**src/rtl/control_unit.sv**
```systemverilog
// control_unit: Moore-style sequencer for an 8-bit accumulator CPU datapath.
// Fetches a one-byte opcode, decodes it, and walks through the execute states
// for that opcode. Every strobe is registered and is a pure function of the
// current state. Optional HALT opcode (8'h10) is enabled by macro CU_HALT_EN.
//
// Ports:
//   clock, reset_n       : rising-edge clock, asynchronous active-low reset
//   ir[7:0], z           : instruction register and zero flag from the datapath
//   we .. Zload          : active-high datapath control strobes
//   ALUS[6:0]            : ALU operation select
//   halted               : processor stopped (always 0 without CU_HALT_EN)
module control_unit (
    input  logic       clock,
    input  logic       reset_n,
    input  logic [7:0] ir,
    input  logic       z,
    output logic       we,
    output logic       MEMbus,
    output logic       BUSmem,
    output logic       ARload,
    output logic       ARinc,
    output logic       PCload,
    output logic       PCinc,
    output logic       PCbus,
    output logic       DRload,
    output logic       DRHbus,
    output logic       DRLbus,
    output logic       TRload,
    output logic       TRbus,
    output logic       IRload,
    output logic       Rload,
    output logic       Rbus,
    output logic       ACload,
    output logic       ACbus,
    output logic       Zload,
    output logic [6:0] ALUS,
    output logic       halted
);

    localparam int unsigned ALUS_W = 7;

    localparam logic [ALUS_W-1:0] ALU_PASS = 7'h00;
    localparam logic [ALUS_W-1:0] ALU_ADD  = 7'h01;
    localparam logic [ALUS_W-1:0] ALU_SUB  = 7'h02;
    localparam logic [ALUS_W-1:0] ALU_INC  = 7'h03;
    localparam logic [ALUS_W-1:0] ALU_CLR  = 7'h04;
    localparam logic [ALUS_W-1:0] ALU_AND  = 7'h05;
    localparam logic [ALUS_W-1:0] ALU_OR   = 7'h06;
    localparam logic [ALUS_W-1:0] ALU_XOR  = 7'h07;
    localparam logic [ALUS_W-1:0] ALU_NOT  = 7'h08;

    typedef enum logic [4:0] {
        IDLE, FETCH1, FETCH2, FETCH3, DECODE,
        A1, A2, A3, L4, L5, S4, S5,
        MVAC1, MOVR1,
        J1, J2, J3, N1, N2,
        ADD1, SUB1, INAC1, CLAC1, AND1, OR1, XOR1, NOT1,
        HALT
    } state_t;

    typedef struct packed {
        logic              we;
        logic              mem_bus;
        logic              bus_mem;
        logic              ar_load;
        logic              ar_inc;
        logic              pc_load;
        logic              pc_inc;
        logic              pc_bus;
        logic              dr_load;
        logic              drh_bus;
        logic              drl_bus;
        logic              tr_load;
        logic              tr_bus;
        logic              ir_load;
        logic              r_load;
        logic              r_bus;
        logic              ac_load;
        logic              ac_bus;
        logic              z_load;
        logic [ALUS_W-1:0] alus;
    } ctrl_t;

    state_t state_q, state_d;
    logic   store_q, store_d;   // remembers STAC vs LDAC across the shared A1..A3
    ctrl_t  ctrl_q, ctrl_d;

    // State, opcode-class flag and output registers.
    always_ff @(posedge clock or negedge reset_n) begin
        if (!reset_n) begin
            state_q <= IDLE;
            store_q <= 1'b0;
            ctrl_q  <= '0;
        end else begin
            state_q <= state_d;
            store_q <= store_d;
            ctrl_q  <= ctrl_d;
        end
    end

    // Next state, then the strobes of that next state so the registered
    // outputs line up exactly with the state register.
    always_comb begin
        state_d = state_q;
        store_d = store_q;
        ctrl_d  = '0;

        case (state_q)
            IDLE:   state_d = FETCH1;
            FETCH1: state_d = FETCH2;
            FETCH2: state_d = FETCH3;
            FETCH3: state_d = DECODE;
            DECODE: begin
                case (ir)
                    8'h01: begin state_d = A1; store_d = 1'b0; end
                    8'h02: begin state_d = A1; store_d = 1'b1; end
                    8'h03: state_d = MVAC1;
                    8'h04: state_d = MOVR1;
                    8'h05: state_d = J1;
                    8'h06: state_d = z ? J1 : N1;
                    8'h07: state_d = z ? N1 : J1;
                    8'h08: state_d = ADD1;
                    8'h09: state_d = SUB1;
                    8'h0A: state_d = INAC1;
                    8'h0B: state_d = CLAC1;
                    8'h0C: state_d = AND1;
                    8'h0D: state_d = OR1;
                    8'h0E: state_d = XOR1;
                    8'h0F: state_d = NOT1;
`ifdef CU_HALT_EN
                    8'h10: state_d = HALT;
`endif
                    default: state_d = FETCH1;
                endcase
            end
            A1:     state_d = A2;
            A2:     state_d = A3;
            A3:     state_d = store_q ? S4 : L4;
            L4:     state_d = L5;
            S4:     state_d = S5;
            J1:     state_d = J2;
            J2:     state_d = J3;
            N1:     state_d = N2;
            HALT:   state_d = HALT;
            default: state_d = FETCH1;
        endcase

        case (state_d)
            FETCH1: begin ctrl_d.pc_bus = 1'b1; ctrl_d.ar_load = 1'b1; end
            FETCH2: begin
                ctrl_d.mem_bus = 1'b1; ctrl_d.dr_load = 1'b1; ctrl_d.pc_inc = 1'b1;
            end
            FETCH3: ctrl_d.ir_load = 1'b1;
            A1: begin
                ctrl_d.mem_bus = 1'b1; ctrl_d.dr_load = 1'b1;
                ctrl_d.pc_inc  = 1'b1; ctrl_d.ar_inc  = 1'b1;
            end
            A2: begin
                ctrl_d.tr_load = 1'b1; ctrl_d.mem_bus = 1'b1;
                ctrl_d.dr_load = 1'b1; ctrl_d.pc_inc  = 1'b1;
            end
            A3: begin
                ctrl_d.drh_bus = 1'b1; ctrl_d.tr_bus = 1'b1; ctrl_d.ar_load = 1'b1;
            end
            L4: begin ctrl_d.mem_bus = 1'b1; ctrl_d.dr_load = 1'b1; end
            L5: begin
                ctrl_d.drl_bus = 1'b1; ctrl_d.ac_load = 1'b1; ctrl_d.alus = ALU_PASS;
            end
            S4: begin ctrl_d.ac_bus = 1'b1; ctrl_d.dr_load = 1'b1; end
            S5: begin
                ctrl_d.drl_bus = 1'b1; ctrl_d.bus_mem = 1'b1; ctrl_d.we = 1'b1;
            end
            MVAC1: begin ctrl_d.ac_bus = 1'b1; ctrl_d.r_load = 1'b1; end
            MOVR1: begin
                ctrl_d.r_bus = 1'b1; ctrl_d.ac_load = 1'b1; ctrl_d.alus = ALU_PASS;
            end
            J1: begin
                ctrl_d.mem_bus = 1'b1; ctrl_d.dr_load = 1'b1; ctrl_d.ar_inc = 1'b1;
            end
            J2: begin
                ctrl_d.tr_load = 1'b1; ctrl_d.mem_bus = 1'b1; ctrl_d.dr_load = 1'b1;
            end
            J3: begin
                ctrl_d.drh_bus = 1'b1; ctrl_d.tr_bus = 1'b1; ctrl_d.pc_load = 1'b1;
            end
            N1, N2: ctrl_d.pc_inc = 1'b1;
            ADD1, SUB1, AND1, OR1, XOR1: begin
                ctrl_d.r_bus  = 1'b1; ctrl_d.ac_load = 1'b1; ctrl_d.z_load = 1'b1;
                case (state_d)
                    ADD1:    ctrl_d.alus = ALU_ADD;
                    SUB1:    ctrl_d.alus = ALU_SUB;
                    AND1:    ctrl_d.alus = ALU_AND;
                    OR1:     ctrl_d.alus = ALU_OR;
                    default: ctrl_d.alus = ALU_XOR;
                endcase
            end
            INAC1: begin ctrl_d.ac_load = 1'b1; ctrl_d.z_load = 1'b1; ctrl_d.alus = ALU_INC; end
            CLAC1: begin ctrl_d.ac_load = 1'b1; ctrl_d.z_load = 1'b1; ctrl_d.alus = ALU_CLR; end
            NOT1:  begin ctrl_d.ac_load = 1'b1; ctrl_d.z_load = 1'b1; ctrl_d.alus = ALU_NOT; end
            default: ctrl_d = '0;
        endcase
    end

    assign we     = ctrl_q.we;
    assign MEMbus = ctrl_q.mem_bus;
    assign BUSmem = ctrl_q.bus_mem;
    assign ARload = ctrl_q.ar_load;
    assign ARinc  = ctrl_q.ar_inc;
    assign PCload = ctrl_q.pc_load;
    assign PCinc  = ctrl_q.pc_inc;
    assign PCbus  = ctrl_q.pc_bus;
    assign DRload = ctrl_q.dr_load;
    assign DRHbus = ctrl_q.drh_bus;
    assign DRLbus = ctrl_q.drl_bus;
    assign TRload = ctrl_q.tr_load;
    assign TRbus  = ctrl_q.tr_bus;
    assign IRload = ctrl_q.ir_load;
    assign Rload  = ctrl_q.r_load;
    assign Rbus   = ctrl_q.r_bus;
    assign ACload = ctrl_q.ac_load;
    assign ACbus  = ctrl_q.ac_bus;
    assign Zload  = ctrl_q.z_load;
    assign ALUS   = ctrl_q.alus;

`ifdef CU_HALT_EN
    logic halted_q;

    // Halt indicator registered alongside the strobes.
    always_ff @(posedge clock or negedge reset_n) begin
        if (!reset_n) halted_q <= 1'b0;
        else          halted_q <= (state_d == HALT);
    end

    assign halted = halted_q;
`else
    assign halted = 1'b0;
`endif

endmodule

```
**config.mk**
```make
export PLATFORM = sky130hd
export DESIGN_NAME = control_unit
export DESIGN_NICKNAME = d
export VERILOG_FILES = /design/src/rtl/control_unit.sv
export SDC_FILE = /design/constraint.sdc
export NUM_CORES = 1
export LEC_CHECK = 0
export BUFFER_PORTS_ARGS = -buffer_cell sky130_fd_sc_hd__buf_2
export CORE_MARGIN = 2
export CORE_UTILIZATION = 40
export DETAILED_ROUTE_END_ITERATION = 6
export PLACE_DENSITY_LB_ADDON = 0.2
export SLEW_MARGIN = 20
export SYNTH_ARGS = -nofsm -noshare
export SYNTH_HDL_FRONTEND = slang
export SYNTH_SLANG_ARGS = --single-unit
```
**constraint.sdc**
```tcl
create_clock -name clock -period 5 [get_ports clock]
set_input_delay 1 -clock clock [delete_from_list [all_inputs] [get_ports clock]]
set_output_delay 1 -clock clock [all_outputs]
set_load 0.01 [all_outputs]
```
* Word level (Yosys, flattened, before mapping) *
Cells that the tools add are included.

storage, ports and cells
  bits of input ports = 11
  flip-flop bits (word level) = 30
  word-level logic and storage cells = 114
  output and inout port bits = 27

cells by class
  reduce and logical (&&, ||, !) cells = 16
  equal/unequal tests = 53
  multiplexer cells = 25

operators by type and width
  cell                                                             number
  5-bit one-hot mux with 14 select lines                           1
  5-bit == test, second input constant                             13
  5-bit one-hot mux with 13 select lines                           1
  8-bit by 4-bit == test with 1-bit output, second input constant  8
  5-bit by 4-bit == test with 1-bit output, second input constant  12
  5-bit by 3-bit == test with 1-bit output, second input constant  7
  8-bit by 3-bit == test with 1-bit output, second input constant  4
  7-bit one-hot mux with 4 select lines                            1
  5-bit by 2-bit == test with 1-bit output, second input constant  4
  1-bit 2-to-1 mux                                                 17
  8-bit by 2-bit == test with 1-bit output, second input constant  2
  2-bit OR reduction                                               7
  3-bit one-hot mux with 4 select lines                            1
  6-bit OR reduction                                               2
  5-bit by 1-bit == test with 1-bit output, second input constant  2
  5-bit 2-to-1 mux                                                 2
  10-bit OR reduction                                              1
  5-bit OR reduction                                               2
  8-bit by 1-bit == test with 1-bit output, second input constant  1
  8-bit OR reduction                                               1
  7-bit OR reduction                                               1
  2-bit 2-to-1 mux                                                 1
  1-bit one-hot mux with 2 select lines                            1
  2-bit AND reduction                                              1
  2-bit nonzero test                                               1

* Longest topological paths before layout *
  depth after elaboration = 7
  mapped depth = 9
  gate-level depth less buffers = 7

* Worst setup path after synthesis *
No wires, ideal clock.

  path kind = input to register
  from = input ir[1]
  to = register ctrl_q (netlist bit ALUS[3])
  setup time = 0.073 ns
  path buffers = 2
  data arrival time = 2.656 ns
  data required time = 4.927 ns
  cell stages on the path = 8
  setup slack = 2.272 ns
  path through = buf_6 -> nor2b_4 -> a211o_1 -> a211o_1 -> and2_4 -> buf_6 -> or4_1 -> nor2_1

RTL lines
  what                    RTL line  source
  start: declaration      15        input logic [7:0] ir,
  end signal: assignment  97        ctrl_q <= ctrl_d;
  end: declaration        86        ctrl_t ctrl_q, ctrl_d;

==> reports/metrics.csv <==
metric;value;unit
swShare;0.457;
endpoint_kind;flop;
drtIter0Drc;92;
outcome;finished clean;
fin_total_pwr;1.02;mW
cts_tree;built;
holdBufCountCts;0;
critical_path.max_fanout;12;
final_hold_viol_count;0;
grt_pass1_vias;1265;
synth_top_area_cell;dfrtp_1;
maxSlewViolCount;0;
clkLatencyLatePin;0.28;ns
hold_class;flop to flop;
clockBufferDepth;2;
row_count;23;
post_synth_num_cell_types;56;
clkPwrFrac;0.122;
chipWidth;67.8;µm
clock_sinks;27;
antenna_found_initial;0;
viasPerCell;5.50;
finalSetupViolations;0;
ctsResizeCount;0;
ys.flop_type;dfrtp_1;
max_freq;375;MHz
fp.dieH;67.8;µm
seqPwrFrac;0.330;
htreeDepth;1;
max-cap-violations;0;
drtAntennaViolNets;0;
cp-start-kind;primary input;
p_leak;0.858;nW
worstSetupPathType;primary input to flop;
diodes;0;
grt_pass1_wl;5650;µm
gp_congestion;0.875;
tightest_slew;0.682;ns
rsz0062_at_grt;false;
nFillCells;397;
power.internal;0.553;mW
cts-root-buf;clkbuf_8;
syn_avg_cell_area;9.24;µm²
netlist_top_cells_area;dfrtp_1 (42%), nand2_1 (3.0%), a21oi_1 (2.8%), buf_4 (2.8%), nor2_1 (2.3%);
initial_utilization;0.413;
powerDensity;569;nW/µm²
final_nets;210;
synth-edff-count;0;
cts-buffers-inserted;3;
synthTopCellsByCount;dfrtp_1 (27), nand2_1 (13), nor2_1 (10), a21oi_1 (9), inv_1 (8);
grtUsageTotal;0.162;
final_cell_count_no_fill;248;
synth_warnings;0;
peakVddDrop;0.190;mV
critPathArrivalTime;2.87;ns
async_flop_share;1.00;
vias;1363;
grt_overflow;0;
power.switching;0.466;mW
critPathRequiredTime;5.20;ns
synth_most_common_cell;dfrtp_1;
synth_seq_cells;27;
syn-cell-area;1630;µm²
pwr-share-comb;0.549;
dpl.hpwl;2430;µm
syn_inst;176;
area_growth;10.1;%
seq_area_frac_synth;0.415;
drc_errors;0;
io_pins;38;
final.period_utilization;0.533;
core_area;3940;µm²
grt_max_degree;28;
placed_cells;244;
layout-drive-gt1-share;0.253;
synth_top_area_frac;0.415;
first_pass_iters;4;
io_buffers;33;
postCtsSetupBuffers;0;
skew;0.00757;ns
clk_pin_slew;0.09;ns
routed_wl;3340;µm
drt-wirelength-per-cell;13.5;µm
finalSetupTns;0;ns
design.die.area;4590;µm²
period_minus_slack;2.66;ns
max_slew_margin;0.545;
==> placed cells by master, fill, tap and decap left out, types with 3 or more instances in the layout <==
| master | synthesis | final |
|---|---|---|
| o21a_1 | 3 | 3 |
| dfrtp_1 | 27 | 27 |
| nor3_1 | 5 | 5 |
| nand4_1 | 3 | 3 |
| buf_2 | 5 | 33 |
| clkbuf_8 | 2 | 3 |
| nand2_1 | 13 | 13 |
| nand2b_1 | 3 | 3 |
| and2_1 | 3 | 3 |
| a21oi_1 | 9 | 9 |
| xnor2_1 | 3 | 3 |
| or3_1 | 3 | 3 |
| nor2_1 | 10 | 10 |
| and3_1 | 3 | 3 |
| nor2b_1 | 5 | 5 |
| o21ai_0 | 6 | 6 |
| o221ai_1 | 4 | 4 |
| o22ai_1 | 4 | 3 |
| nand3_1 | 5 | 5 |
| conb_1 | 1 | 4 |
| inv_1 | 8 | 8 |
==> per-layer routing <==
metal / vias to the layer above / part of all wire / track usage
li1: 669 / - / -
met1: 638 / 0.42 / 0.199
met2: 48 / 0.49 / 0.277
met3: 8 / 0.057 / 0.0217
met4: 0 / 0.029 / 0.0825
met5: - / 0 / 0
==> path summary, 6_finish.rpt <==
kind	from	endpoint	slack, ns	cells after the start
max reg2reg	state_q[4]$_DFF_PN0_	DRload$_DFF_PN0_	2.52	6
max in group asynchronous	reset_n	IRload$_DFF_PN0_	3.91	1
max	ir[0]	ALUS[2]$_DFF_PN0_	2.34	8
min in group asynchronous	reset_n	state_q[2]$_DFF_PN0_	0.71	1
min reg2reg	store_q$_DFFE_PN0P_	store_q$_DFFE_PN0P_	0.63	2
min	store_q$_DFFE_PN0P_	store_q$_DFFE_PN0P_	0.63	2
==> registers in the layout, summed over array words and instances (netlist names) <==
| signal | count |
|---|---|
| ACbus | 1 |
| TRbus | 1 |
| ARinc | 1 |
| state_q | 5 |
| DRload | 1 |
| PCinc | 1 |
| TRload | 1 |
| Zload | 1 |
| store_q | 1 |
| MEMbus | 1 |
| PCbus | 1 |
| Rbus | 1 |
| ARload | 1 |
| BUSmem | 1 |
| ALUS | 4 |
| PCload | 1 |
| ACload | 1 |
| Rload | 1 |
| DRLbus | 1 |
| IRload | 1 |
==> cells by family (layout without fill, tap and decap cells) <==
| logic type | after synthesis | in the layout | synth area share |
|---|---|---|---|
| AOI/OAI and AO/OA | 47 | 47 | 0.208 |
| DFF | 27 | 27 | 0.415 |
| buffers and inverters | 29 | 48 | 0.106 |
| xor gates and xnor gates | 5 | 5 | 0.0269 |
| and+or+nand+nor | 66 | 66 | 0.235 |
| muxes | 1 | 1 | 0.00615 |
| other | 1 | 4 | 0.00231 |
==> power groups by stage <==
stage / combinational (mW) / clock, mW / sequential [mW]
floorplan: 0.458 / 0 / 0.323
global placement: 0.530 / 0 / 0.340
detailed placement: 0.547 / 0 / 0.340
CTS: 0.550 / 0.128 / 0.335
global route: 0.620 / 0.139 / 0.348
finish: 0.559 / 0.124 / 0.336
==> cell type report <==
type / instances / area [µm²] / area share
clock buffers: 3 / 41.3 / 0.0231
clock inverters: 1 / 5.00 / 0.00280
inverters: 10 / 37.5 / 0.0210
multi-input cells: 123 / 796 / 0.444
flip-flops and latches: 27 / 676 / 0.377
well taps: 50 / 62.6 / 0.0349
repair buffers: 34 / 173 / 0.0964
==> per-stage QoR <==
step	hold slack (ns)	utilization	worst slack [ns]	instance area, µm²
global route	0.663	0.454	2.17	1790
CTS	0.624	0.453	2.03	1780
floorplan	0.511	-	2.27	1640
detailed placement	0.604	0.441	1.73	1740
finish	0.633	0.454	2.34	1790
global placement	0.614	0.441	1.88	1740
==> worst max-delay path, cell delays in order <==
cell and delay, ns:
buf_2 0.16, or4_1 0.52, nand4_1 0.16, a211o_1 0.16
and2_4 0.21, inv_2 0.11, or3_1 0.38, a21oi_1 0.16
No activity file was read; power rests on OpenSTA's default activity.
